File: config.mk
export PLATFORM = sky130hd
export DESIGN_NAME = audio_cic_integrator_decim
export DESIGN_NICKNAME = d
export VERILOG_FILES = /design/src/rtl/audio_cic_integrator_decim.sv
export SDC_FILE = /design/constraint.sdc
export NUM_CORES = 1
export LEC_CHECK = 0
export ABC_AREA = 1
export BUFFER_PORTS_ARGS = -buffer_cell sky130_fd_sc_hd__clkbuf_2
export CAP_MARGIN = 30
export CELL_PAD_IN_SITES_DETAIL_PLACEMENT = 1
export CELL_PAD_IN_SITES_GLOBAL_PLACEMENT = 1
export CORE_MARGIN = 1.5
export CORE_UTILIZATION = 35
export DETAILED_ROUTE_END_ITERATION = 10
export GPL_TIMING_DRIVEN = 0
export PLACE_DENSITY_LB_ADDON = 0.1
export SYNTH_ARGS = -nofsm -noshare
export SYNTH_HDL_FRONTEND = slang
export SYNTH_SLANG_ARGS = --single-unit
File: constraint.sdc
create_clock -name clk -period 2.3 [get_ports clk]
set_input_delay 0.23 -clock clk [delete_from_list [all_inputs] [get_ports clk]]
set_output_delay 0.23 -clock clk [all_outputs]
set_load 0.1 [all_outputs]
File: src/rtl/audio_cic_integrator_decim.sv
// -----------------------------------------------------------------------------
// audio_cic_integrator_decim
// Integrator and decimation half of the audio CIC decimator. It runs STAGES
// cascaded wrap-around integrators at the input sample rate. Every RATE
// accepted samples it presents the last integrator value to the sample-rate
// comb stage, together with a one-clock strobe.
//
// Optional feature: define AUDIO_CIC_PHASE_SYNC_EN to add the phase_sync input.
// phase_sync forces the decimation counter to 0 and suppresses cen_out on that
// edge. Left and right channel instances use it to share one decimation phase.
// -----------------------------------------------------------------------------
module audio_cic_integrator_decim #(
    parameter int IW     = 16,   // input sample width (signed)
    parameter int STAGES = 3,    // integrator stages, 1..4
    parameter int RATE   = 8,    // decimation factor, 1..256
    parameter int CALCW  = 25,   // internal and output width
    parameter int DEPTH  = 1,    // downstream comb depth; only the width check uses it
    localparam int PW    = (RATE > 1) ? $clog2(RATE) : 1
) (
    input  logic                    clk,
    input  logic                    reset,
`ifdef AUDIO_CIC_PHASE_SYNC_EN
    input  logic                    phase_sync,
`endif
    input  logic                    cen_in,
    input  logic signed [IW-1:0]    snd_in,
    output logic signed [CALCW-1:0] snd_out,
    output logic                    cen_out,
    output logic [PW-1:0]           phase
);

    // Worst-case growth of the integrator chain seen by the downstream comb.
    localparam int MIN_CALCW = IW + STAGES * $clog2(RATE * DEPTH);

    generate
        if (STAGES < 1 || STAGES > 4) begin : g_bad_stages
            $error("audio_cic_integrator_decim: STAGES must be 1..4");
        end
        if (RATE < 1 || RATE > 256) begin : g_bad_rate
            $error("audio_cic_integrator_decim: RATE must be 1..256");
        end
        if (CALCW < MIN_CALCW) begin : g_bad_calcw
            $error("audio_cic_integrator_decim: CALCW too narrow for IW, STAGES, RATE and DEPTH");
        end
    endgenerate

    logic signed [CALCW-1:0] integ     [STAGES];
    logic signed [CALCW-1:0] integ_nxt [STAGES];
    logic [PW-1:0]           cnt;
    logic                    last;
    logic                    sync_hit;

`ifdef AUDIO_CIC_PHASE_SYNC_EN
    assign sync_hit = phase_sync;
`else
    assign sync_hit = 1'b0;
`endif

    assign last  = (cnt == PW'(RATE - 1));
    assign phase = cnt;

    // Next integrator values. Each stage after the first adds the value its
    // predecessor held before this update, which makes the cascade pipelined.
    // Modulo-2^CALCW wrap is intended: the comb cancels it.
    always_comb begin
        integ_nxt[0] = integ[0] + CALCW'(snd_in);
        for (int k = 1; k < STAGES; k++) begin
            integ_nxt[k] = integ[k] + integ[k-1];
        end
    end

    // State update: integrators on accepted samples, decimation counter, output register.
    always_ff @(posedge clk) begin
        if (reset) begin
            // NOTE: integ is a small register array, not a RAM, so it can be cleared in reset.
            for (int k = 0; k < STAGES; k++) begin
                integ[k] <= '0;
            end
            cnt     <= '0;
            snd_out <= '0;
            cen_out <= 1'b0;
        end else begin
            // NOTE: non-blocking assignments make every stage read the pre-edge values.
            cen_out <= 1'b0;
            if (cen_in) begin
                integ <= integ_nxt;
            end
            if (sync_hit) begin
                cnt <= '0;
            end else if (cen_in) begin
                if (last) begin
                    cnt     <= '0;
                    snd_out <= integ_nxt[STAGES-1];
                    cen_out <= 1'b1;
                end else begin
                    cnt <= cnt + PW'(1);
                end
            end
        end
    end

endmodule

==> results of run 1 <==
## repair_timing
action / in CTS / in global routing
endpoints found under the setup margin: 1 / 6
resized for setup: 1 / 4
pin swaps: 0 / 0
## placed cells by master (no fill, tap or decap), types with 2 or more instances in the layout
| cell type | count |
|---|---|
| nand2_1 | 578 |
| inv_1 | 343 |
| nor2_1 | 264 |
| nand3_1 | 120 |
| dfxtp_1 | 104 |
| ha_1 | 74 |
| clkbuf_2 | 47 |
| a21oi_1 | 41 |
| o21ai_0 | 39 |
| nand4_1 | 24 |
| xor2_1 | 22 |
| clkbuf_1 | 15 |
| nor2_2 | 12 |
| a21o_1 | 9 |
| clkbuf_16 | 9 |
| buf_1 | 6 |
| buf_2 | 6 |
| nand3b_1 | 5 |
| nor3_1 | 5 |
| nand2_2 | 5 |
| o211ai_1 | 4 |
| xnor2_1 | 4 |
| or2_1 | 3 |
| fa_2 | 3 |
| inv_6 | 3 |
| o21bai_1 | 2 |
| a211oi_1 | 2 |
| o21ai_1 | 2 |
| clkinv_2 | 2 |
## layer usage
layer,vias to the layer above,track usage,part of all wire
met5,-,0,0
met1,4566,0.287,0.45
met2,101,0.450,0.50
li1,5263,-,-
met3,51,0.0221,0.018
met4,0,0.0830,0.031
## where the power goes
group	internal (mW)	switching, mW	leakage [nW]
Sequential	1.95	0.167	0.857
Clock	0.748	0.816	0.137
Combinational	0.716	1.43	5.33
Total	3.41	2.41	6.32
## worst min-delay path: cells and delay by family
family,cells,cell delay (ns)
AO/OA/AOI/OAI,2,0.11
buffers and inverters,2,0.17
## worst paths after layout
kind / slack (ns) / startpoint / endpoint
hold reg to reg: 0.46 / snd_out[21] / snd_out[21]
setup reg to reg: 0.15 / integ[25] / integ[24]
setup / recovery: 0.15 / integ[25] / integ[24]
hold / removal: 0.19 / reset / snd_out[2]
## kinds of logic (layout without fill, tap and decap cells)
| group | count (synthesis) | in the layout |
|---|---|---|
| xor gates and xnor gates | 26 | 26 |
| buffers and inverters | 374 | 437 |
| DFF | 104 | 104 |
| and+or+nand+nor | 1020 | 1020 |
| AOI/OAI and AO/OA | 101 | 101 |
| adders and majority gates | 77 | 77 |
## sequential cells by signal (all words and copies together) (netlist names)
name,cells
phase,3
snd_out,25
integ,75
cen_out,1
## layout make-up
cell class / count / area [um2] / share of cell area
tap: 335 / 419 / 0.0405
sequential: 104 / 2080 / 0.201
clock inverter: 7 / 52.6 / 0.00508
buffer: 30 / 143 / 0.0138
timing repair buffer: 47 / 235 / 0.0227
multi-input combinational: 1224 / 5910 / 0.570
clock buffer: 9 / 225 / 0.0218
inverter: 344 / 1290 / 0.125
==> qor.csv, run 1 <==
stage;metric;value;unit
place;number of I/O port buffers;47;
worst_hold_path;WHS Path Cells;4;
place;gpl congestion;0.867;
logic_synthesis;largest family of logic cells by synthesized area;simple AND/OR/NAND/NOR gates;
logic_synthesis;ranking of synthesized cells by area;nand2_1 23%, dfxtp_1 22%, inv_1 14%, nor2_1 11%, ha_1 9.8%;
clocking;setup repair bufs after CTS;0;
sta;Worst-Margin Slew;0.852;ns
floorplanning;chip height;167;um
logic_synthesis;xor-xnor portion of the synthesized cell area;0.0242;
finish;Area growth syn-to-layout;10.1;%
setup_path;worst r2r path cells;12;
setup_path;Worst path slowest cell;fa_2;
logic_synthesis;sequential fraction of the synthesis area;0.221;
route;via count;9981;
logic_synthesis;top cells by count, synth;579 x nand2_1, 343 x inv_1, 264 x nor2_1;
clocking;clock tree buffer depth;2;
floorplanning;Core Footprint;0.0262;mm2
floorplanning;# rows;59;
finish;# fillers;3745;
clocking;H-tree depth;3;
logic_synthesis;post-synth cell types;34;
finish;final net count;1856;
place;dpl ws;-0.0469;ns
logic_synthesis;#FFs+latches synth;104;
logic_synthesis;Synth async-reset ratio;0;
finish;Post-Layout Inst Area;0.0104;mm2
route;WL final;32300;um
logic_synthesis;post-synthesis simple-gate area fraction;0.438;
floorplanning;Die X;167;um
logic_synthesis;Post-synth EDFFs;0;
sta;RSZ-0062 raised after global routing;false;
sta;TNS Setup;0;ns
pwr;Power Total;5.82;mW
sta;Worst Setup Slack, final;0.145;ns
global_routing;global-route wire length before repair;52700;um
clocking;Clock transition at path regs;0.08;ns
route;Routed Antenna Nets;0;
clocking;# clock sinks;104;
place;DP HPWL;27000;um
logic_synthesis;syn_nets;1798;
sta;Achievable Freq;0.464;GHz
clocking;# hold bufs at CTS;0;
clocking;CTS tree;built;
clocking;Root Buffer;clkbuf_16;
setup_path;Top cell by count, worst path;nand2_1;
global_routing;largest net degree at the start of global routing;19;
logic_synthesis;most frequent cell after synthesis;nand2_1;
finish;ratio of cells with drive above 1 in the final layout;0.0538;
logic_synthesis;Post-Synthesis Cells;1702;
setup_path;total number of cells along the worst setup path;12;
place;dpl cells;2084;
setup_path;critical-path maximum fanout;4;
setup_path;Buf/Inv on CP;1;
setup_path;Critical Path Start Type;flip-flop;
clocking;clock latency on the worst-skew pair;0.37;ns
logic_synthesis;area share of the largest cell type after synthesis;0.231;
flow_run;Max-cap violations;0;
logic_synthesis;Compound-Gate Fraction of Synth Area;0.0591;
route;initial detailed-routing violation count;297;
global_routing;Total Routing Usage GR;0.241;
sta;Tcrit/Tclk final;0.937;
logic_synthesis;Synth Area in Adders;0.105;
pwr;power density cells;562;mW/mm2
finish;Finished Layout Cells;2100;
logic_synthesis;largest area contributor in the synthesized netlist;nand2_1;
logic_synthesis;yosys warns;0;
sta;final setup vio count;0;
logic_synthesis;Main synth FF type;dfxtp_1;
place;placed cell area;0.0101;mm2
sta;Rel. slew slack;0.432;
route;DR WL/cell;15.4;um
clocking;CTS Buf Count;9;
sta;final hold vios;0;
worst_hold_path;Hold Path Class;input pin to flip-flop;
global_routing;gr ovfl total;0;
sta;Final Hold Slack;0.191;ns
finish;n_diodes;0;
sta;max-slew violations;0;
sta;Worst Clk Skew;0.0122;ns
logic_synthesis;syn avg cell area;5.53;um2
pwr;Pleak;6.32;nW
setup_path;crit-path cells;ha_1 -> fa_2 -> nand2_1 -> nand2_1 -> nand3_1 -> nand2_2 -> nand2_1 -> nand3_1 -> nand2_1 -> nand3_2 -> nand2_1 -> inv_1;
sta;min cycle time layout;2.15;ns
logic_synthesis;mux contribution to synthesized area;0;
setup_path;worst path required time;2.57;ns
setup_path;Worst Path Arrival;2.42;ns
status;outcome;finished, final reports clean;
finish;post-layout util;0.395;
route;Pre-antenna DRT Iters;4;
global_routing;initial antenna violation count;0;
floorplanning;io pins;48;
pwr;maximum vdd drop;0.000311;V
logic_synthesis;Netlist Area Pre-Place;0.00941;mm2
route;Vias/cell;4.75;
setup_path;CP delay by family, top;simple AND/OR/NAND/NOR gates;
floorplanning;DIE AREA;0.0279;mm2
setup_path;max incr delay on CP;0.40;ns
route;drc violations;0;
setup_path;Setup crit end kind;flip-flop;
setup_path;CP Class;flip-flop to flip-flop;
global_routing;vias in the first global route;10400;
floorplanning;Initial Utilization;0.359;
Note: power is estimated with default switching activity, not from simulation.
==> run 2, diff against run 1 <==
CORE_UTILIZATION = 40   (was 35)
==> run 2 against run 1 <==
Against the previous run: cell count down 1.0%; hold slack about the same; die area down 12%; wire length down 1.9%; clock skew down 0.0036 ns; global-route usage up 3.0 points; register-to-register slack worse by 0.04 ns; non-clock buffer count unchanged; largest cell class unchanged; highest routed layer unchanged.
==> qor.csv, run 2 (synthesis results as in run 1) <==
stage;metric;value;unit
status;outcome;finished, final reports clean;
setup_path;critical-path maximum fanout;4;
sta;Tcrit/Tclk final;0.952;
global_routing;global-route wire length before repair;51500;um
floorplanning;Initial Utilization;0.412;
setup_path;max incr delay on CP;0.38;ns
pwr;Power Total;5.82;mW
global_routing;gr ovfl total;0;
route;via count;10200;
pwr;Pleak;6.32;nW
finish;Sequential Area;0.00208;mm2
sta;Worst-Margin Slew;0.832;ns
flow_run;Max-cap violations;0;
clocking;clock tree buffer depth;2;
finish;ratio of cells with drive above 1 in the final layout;0.0533;
floorplanning;Die X;156;um
setup_path;CP Class;flip-flop to flip-flop;
finish;Largest register FFs;75;
place;placed cell area;0.0100;mm2
setup_path;crit-path cells;ha_2 -> fa_2 -> nand2_1 -> nand2_1 -> nand3_1 -> nand2_1 -> nand2_1 -> nand3_1 -> nand2_1 -> nand3_2 -> nand2_1 -> inv_1;
setup_path;Worst path slowest cell;fa_2;
place;dpl ws;-0.0190;ns
global_routing;initial antenna violation count;0;
floorplanning;io pins;48;
global_routing;Total Routing Usage GR;0.271;
finish;Post-Layout Inst Area;0.0103;mm2
sta;Rel. slew slack;0.445;
clocking;# clock sinks;104;
finish;n_diodes;0;
setup_path;Critical Path Start Type;flip-flop;
sta;TNS Setup;0;ns
setup_path;Worst Path Arrival;2.45;ns
finish;multi-input logic area;0.00591;mm2
sta;max-slew violations;0;
finish;most frequent cells in the layout;579 x nand2_1, 343 x inv_1, 264 x nor2_1;
setup_path;worst path required time;2.56;ns
place;dpl cells;2062;
sta;min cycle time layout;2.19;ns
clocking;CTS tree;built;
sta;Worst Clk Skew;0.00858;ns
clocking;Clock transition at path regs;0.08;ns
finish;final net count;1856;
setup_path;CP delay by family, top;simple AND/OR/NAND/NOR gates;
finish;Area growth syn-to-layout;9.78;%
setup_path;Buf/Inv on CP;1;
route;Pre-antenna DRT Iters;4;
finish;# fillers;3349;
finish;commonest non-fill, non-tap cell in the layout;nand2_1;
route;drc violations;0;
pwr;power density cells;563;mW/mm2
clocking;H-tree depth;3;
floorplanning;DIE AREA;0.0244;mm2
sta;final hold vios;0;
place;number of I/O port buffers;47;
place;gpl congestion;0.920;
route;Vias/cell;4.89;
route;DR WL/cell;15.2;um
route;Routed Antenna Nets;0;
finish;post-layout util;0.452;
route;WL final;31700;um
sta;Final Hold Slack;0.191;ns
clocking;Root Buffer;clkbuf_16;
worst_hold_path;Hold Path Class;input pin to flip-flop;
clocking;CTS Buf Count;9;
sta;final setup vio count;0;
sta;Achievable Freq;0.457;GHz
floorplanning;Core Footprint;0.0228;mm2
setup_path;Setup crit end kind;flip-flop;
finish;Finished Layout Cells;2078;
global_routing;vias in the first global route;10400;
setup_path;Top cell by count, worst path;nand2_1;
finish;largest reg by FF count;integ;
global_routing;largest net degree at the start of global routing;19;
floorplanning;# rows;55;
place;DP HPWL;26500;um
floorplanning;chip height;156;um
sta;Worst Setup Slack, final;0.110;ns
route;initial detailed-routing violation count;292;
pwr;maximum vdd drop;0.000361;V
clocking;clock latency on the worst-skew pair;0.36;ns
run 2: layout make-up:
type	count	share of cell area
multi-input combinational	1224	0.572
sequential	104	0.202
inverter	344	0.125
tap	313	0.0379
timing repair buffer	47	0.0228
clock buffer	10	0.0222
buffer	30	0.0138
clock inverter	6	0.00473
run 2: worst paths after layout:
path,start,end,slack [ns],cells after the start
setup / recovery,integ[25],integ[24],0.11,12
hold / removal,reset,cen_out,0.19,2
setup reg to reg,integ[25],integ[24],0.11,12
hold reg to reg,snd_out[22],snd_out[22],0.45,2
run 2: per-layer routing:
metal / track usage / share of wire
met1: 0.315 / 0.44
met4: 0.0884 / 0.026
met2: 0.520 / 0.51
met5: 0 / 0
met3: 0.0227 / 0.018
run 2: power breakdown:
part           total (mW)  internal, mW  switching [mW]
Combinational        2.15         0.718            1.44
Sequential           2.11          1.95           0.164
Clock                1.55         0.754           0.797
run 2: worst register-to-register path: stages (launching register included):
cell     delay [ns]
dfxtp_1        0.35
ha_2           0.22
fa_2           0.38
nand2_1        0.09
nand2_1        0.10
nand3_1        0.14
nand2_1        0.16
nand2_1        0.16
nand3_1        0.10
nand2_1        0.10
nand3_2        0.13
nand2_1        0.11
inv_1          0.04
run 2: what timing repair did:
item,in CTS,in global routing
cloned,0,0
setup buffers,0,0
pin swaps,0,0
resized for setup,1,4
setup endpoints to repair,1,7
hold buffers,0,0
==> run 3, diff against run 2 <==
ABC_AREA = unset   (was 1)
==> run 3 against run 2 <==
Against the previous run: count of clock-buffer cells in the layout increased by 1; critical endpoint is now integ[37]; sequential power increased by 5%; synthesized cell count decreased by 47%; critical path type unchanged; register-to-register slack got worse by 0.57 ns; the flow now finishes with violations (setup timing); largest power group unchanged; clock skew increased by 0.0050 ns; largest cell class unchanged; critical path depth decreased by 2; die area decreased by 20%.
==> qor.csv, run 3 <==
stage;metric;value;unit
floorplanning;Initial Utilization;0.413;
finish;# fillers;2130;
setup_path;worst r2r path cells;10;
sta;final setup vio count;43;
global_routing;gr ovfl total;0;
place;dpl cells;1183;
logic_synthesis;post-synthesis simple-gate area fraction;0.197;
floorplanning;Core Footprint;0.0182;mm2
finish;most frequent cells in the layout;85 x nand2_1, 81 x nor2_1, 78 x dfxtp_1;
worst_hold_path;Hold Path Class;input pin to flip-flop;
logic_synthesis;Post-Synthesis Cells;908;
logic_synthesis;syn avg cell area;8.28;um2
setup_path;critical-path maximum fanout;3;
logic_synthesis;syn_nets;1004;
route;initial detailed-routing violation count;495;
pwr;maximum vdd drop;0.000354;V
clocking;CTS tree;built;
floorplanning;# rows;49;
logic_synthesis;mux contribution to synthesized area;0.0507;
sta;Rel. slew slack;0.385;
finish;post-layout util;0.548;
logic_synthesis;Synth Area in Adders;0.131;
logic_synthesis;Compound-Gate Fraction of Synth Area;0.261;
setup_path;CP Class;flip-flop to flip-flop;
logic_synthesis;Post-synth EDFFs;0;
sta;Worst-Margin Slew;0.923;ns
clocking;Root Buffer;clkbuf_16;
logic_synthesis;Synth async-reset ratio;0;
finish;largest reg by FF count;integ;
route;via count;7607;
pwr;Flop pwr share;0.349;
floorplanning;io pins;48;
finish;n_diodes;0;
sta;Tcrit/Tclk final;1.20;
logic_synthesis;Netlist Area Pre-Place;0.00752;mm2
global_routing;vias in the first global route;7576;
route;Routed Antenna Nets;0;
clocking;clock latency on the worst-skew pair;0.37;ns
logic_synthesis;ranking of synthesized cells by area;dfxtp_1 28%, ha_1 12%, a21oi_1 5.2%, mux2i_1 4.9%, nand2_1 4.4%;
floorplanning;DIE AREA;0.0196;mm2
sta;RSZ-0062 raised after global routing;true;
pwr;Power Total;6.33;mW
route;Vias/cell;6.04;
clocking;# hold bufs at CTS;0;
floorplanning;Die X;140;um
finish;Sequential Area;0.00214;mm2
sta;Achievable Freq;0.363;GHz
pwr;Gate power share;0.381;
logic_synthesis;Main synth FF type;dfxtp_1;
route;WL final;28400;um
floorplanning;chip height;140;um
logic_synthesis;area share of the largest cell type after synthesis;0.277;
route;Pre-antenna DRT Iters;4;
sta;final hold vios;0;
global_routing;largest net degree at the start of global routing;18;
finish;commonest non-fill, non-tap cell in the layout;nand2_1;
clocking;CTS Buf Count;9;
place;DP HPWL;18500;um
logic_synthesis;sequential fraction of the synthesis area;0.277;
pwr;Internal Pwr Total;3.95;mW
finish;final net count;1122;
worst_hold_path;WHS Path Cells;4;
logic_synthesis;top cells by count, synth;104 x dfxtp_1, 89 x nand2_1, 86 x nor2_1;
logic_synthesis;largest family of logic cells by synthesized area;compound AO/OA/AOI/OAI gates;
logic_synthesis;#FFs+latches synth;104;
logic_synthesis;yosys warns;0;
setup_path;Worst Path Arrival;3.02;ns
finish;Finished Layout Cells;1260;
global_routing;Total Routing Usage GR;0.279;
logic_synthesis;xor-xnor portion of the synthesized cell area;0.0521;
place;gpl congestion;0.874;
global_routing;global-route wire length before repair;42700;um
finish;multi-input logic area;0.00621;mm2
logic_synthesis;most frequent cell after synthesis;dfxtp_1;
sta;max-slew violations;0;
pwr;power density cells;635;mW/mm2
place;number of I/O port buffers;46;
clocking;# clock sinks;104;
setup_path;Critical Path Start Type;flip-flop;
pwr;Sw Pwr;2.38;mW
flow_run;Max-cap violations;0;
sta;Worst Setup Slack, final;-0.458;ns
clocking;Clock transition at path regs;0.08;ns
sta;Worst Clk Skew;0.0136;ns
logic_synthesis;largest area contributor in the synthesized netlist;dfxtp_1;
global_routing;initial antenna violation count;0;
pwr;Pleak;4.34;nW
clocking;H-tree depth;3;
finish;Area growth syn-to-layout;32.6;%
setup_path;Setup crit end kind;flip-flop;
finish;ratio of cells with drive above 1 in the final layout;0.296;
status;outcome;finished with violations;
status;failing checks;setup timing;
finish;Largest register FFs;75;
pwr;Sw Share;0.376;
route;DR WL/cell;22.5;um
clocking;clock tree buffer depth;2;
sta;min cycle time layout;2.76;ns
logic_synthesis;post-synth cell types;72;
setup_path;worst path required time;2.56;ns
route;drc violations;0;
pwr;clock power share;0.270;
-- run 3: cell types whose count changed in the layout (fill, tap and decap cells not counted), moves of 24 or more --
cell	previous run	this run
dfxtp_1	104	78
a21o_1	9	39
buf_4	0	44
ha_1	73	49
nand2_1	579	85
nor2_1	264	81
nand3_1	120	21
inv_1	343	17
mux2i_1	0	37
-- run 3: layout make-up --
| cell class | count | share of cell area |
|---|---|---|
| multi-input cells | 741 | 0.623 |
| flip-flops and latches | 104 | 0.215 |
| repair buffers | 110 | 0.0788 |
| well taps | 229 | 0.0287 |
| clock buffers | 11 | 0.0253 |
| plain buffers | 43 | 0.0172 |
| inverters | 17 | 0.00640 |
| clock inverters | 5 | 0.00627 |
-- run 3: timing repair --
item,CTS,global route
gates resized for setup,134,85
endpoints found under the hold margin,0,0
pin swaps,66,57
endpoints found under the setup margin,47,84
buffers inserted,47,21
-- run 3: path summary, 6_finish.rpt --
path                                  from         end  slack [ns]
worst max-delay path             integ[50]   integ[37]       -0.46
worst min-delay path             snd_in[0]   integ[50]        0.26
worst max register to register   integ[50]   integ[37]       -0.46
worst min register to register  snd_out[8]  snd_out[8]        0.45
-- run 3: power by group through the flow --
stage	Sequential (mW)	Combinational (mW)	Clock, mW
4_1_cts	2.18	2.15	1.71
2_1_floorplan	2.13	1.42	0
3_3_place_gp	2.19	1.81	0
3_5_place_dp	2.19	1.85	0
6_report	2.21	2.41	1.71
5_1_grt	2.22	2.62	1.78
-- run 3: critical path, stage by stage (launching register included) --
cell	delay, ns
dfxtp_4	0.37
ha_4	0.17
fa_2	0.36
a21o_1	0.17
a21o_1	0.22
a2111oi_4	0.32
o21a_2	0.24
nor2_2	0.08
o21a_1	0.22
o2111a_1	0.24
a311o_1	0.26
-- run 3: metal layers --
metal / global-route usage / up-vias / part of all wire
li1: - / 3631 / -
met1: 0.376 / 3781 / 0.46
met2: 0.469 / 158 / 0.49
met3: 0.0335 / 37 / 0.029
met4: 0.0831 / 0 / 0.020
met5: 0 / - / 0
-- run 3: per-stage QoR --
stage	cell area (um2)	hold slack (ns)	setup TNS (ns)	worst slack (ns)
after detailed placement	8100	0.447	-25.12	-0.536
after global routing	9970	0.305	-14.99	-0.557
final	9970	0.261	-9.27	-0.458
after floorplan	7580	0.452	-0.743	-0.216
after global placement	8100	0.443	-21.85	-0.503
after CTS	9420	0.256	-7.23	-0.407
-- run 3: logic make-up (layout without fill, tap and decap cells) --
| family | after synthesis | after routing |
|---|---|---|
| compound gates | 279 | 279 |
| xor+xnor | 43 | 43 |
| fa+ha+maj | 77 | 77 |
| buf+inv | 63 | 186 |
| flops | 104 | 104 |
| mux | 38 | 38 |
| simple gates | 304 | 304 |
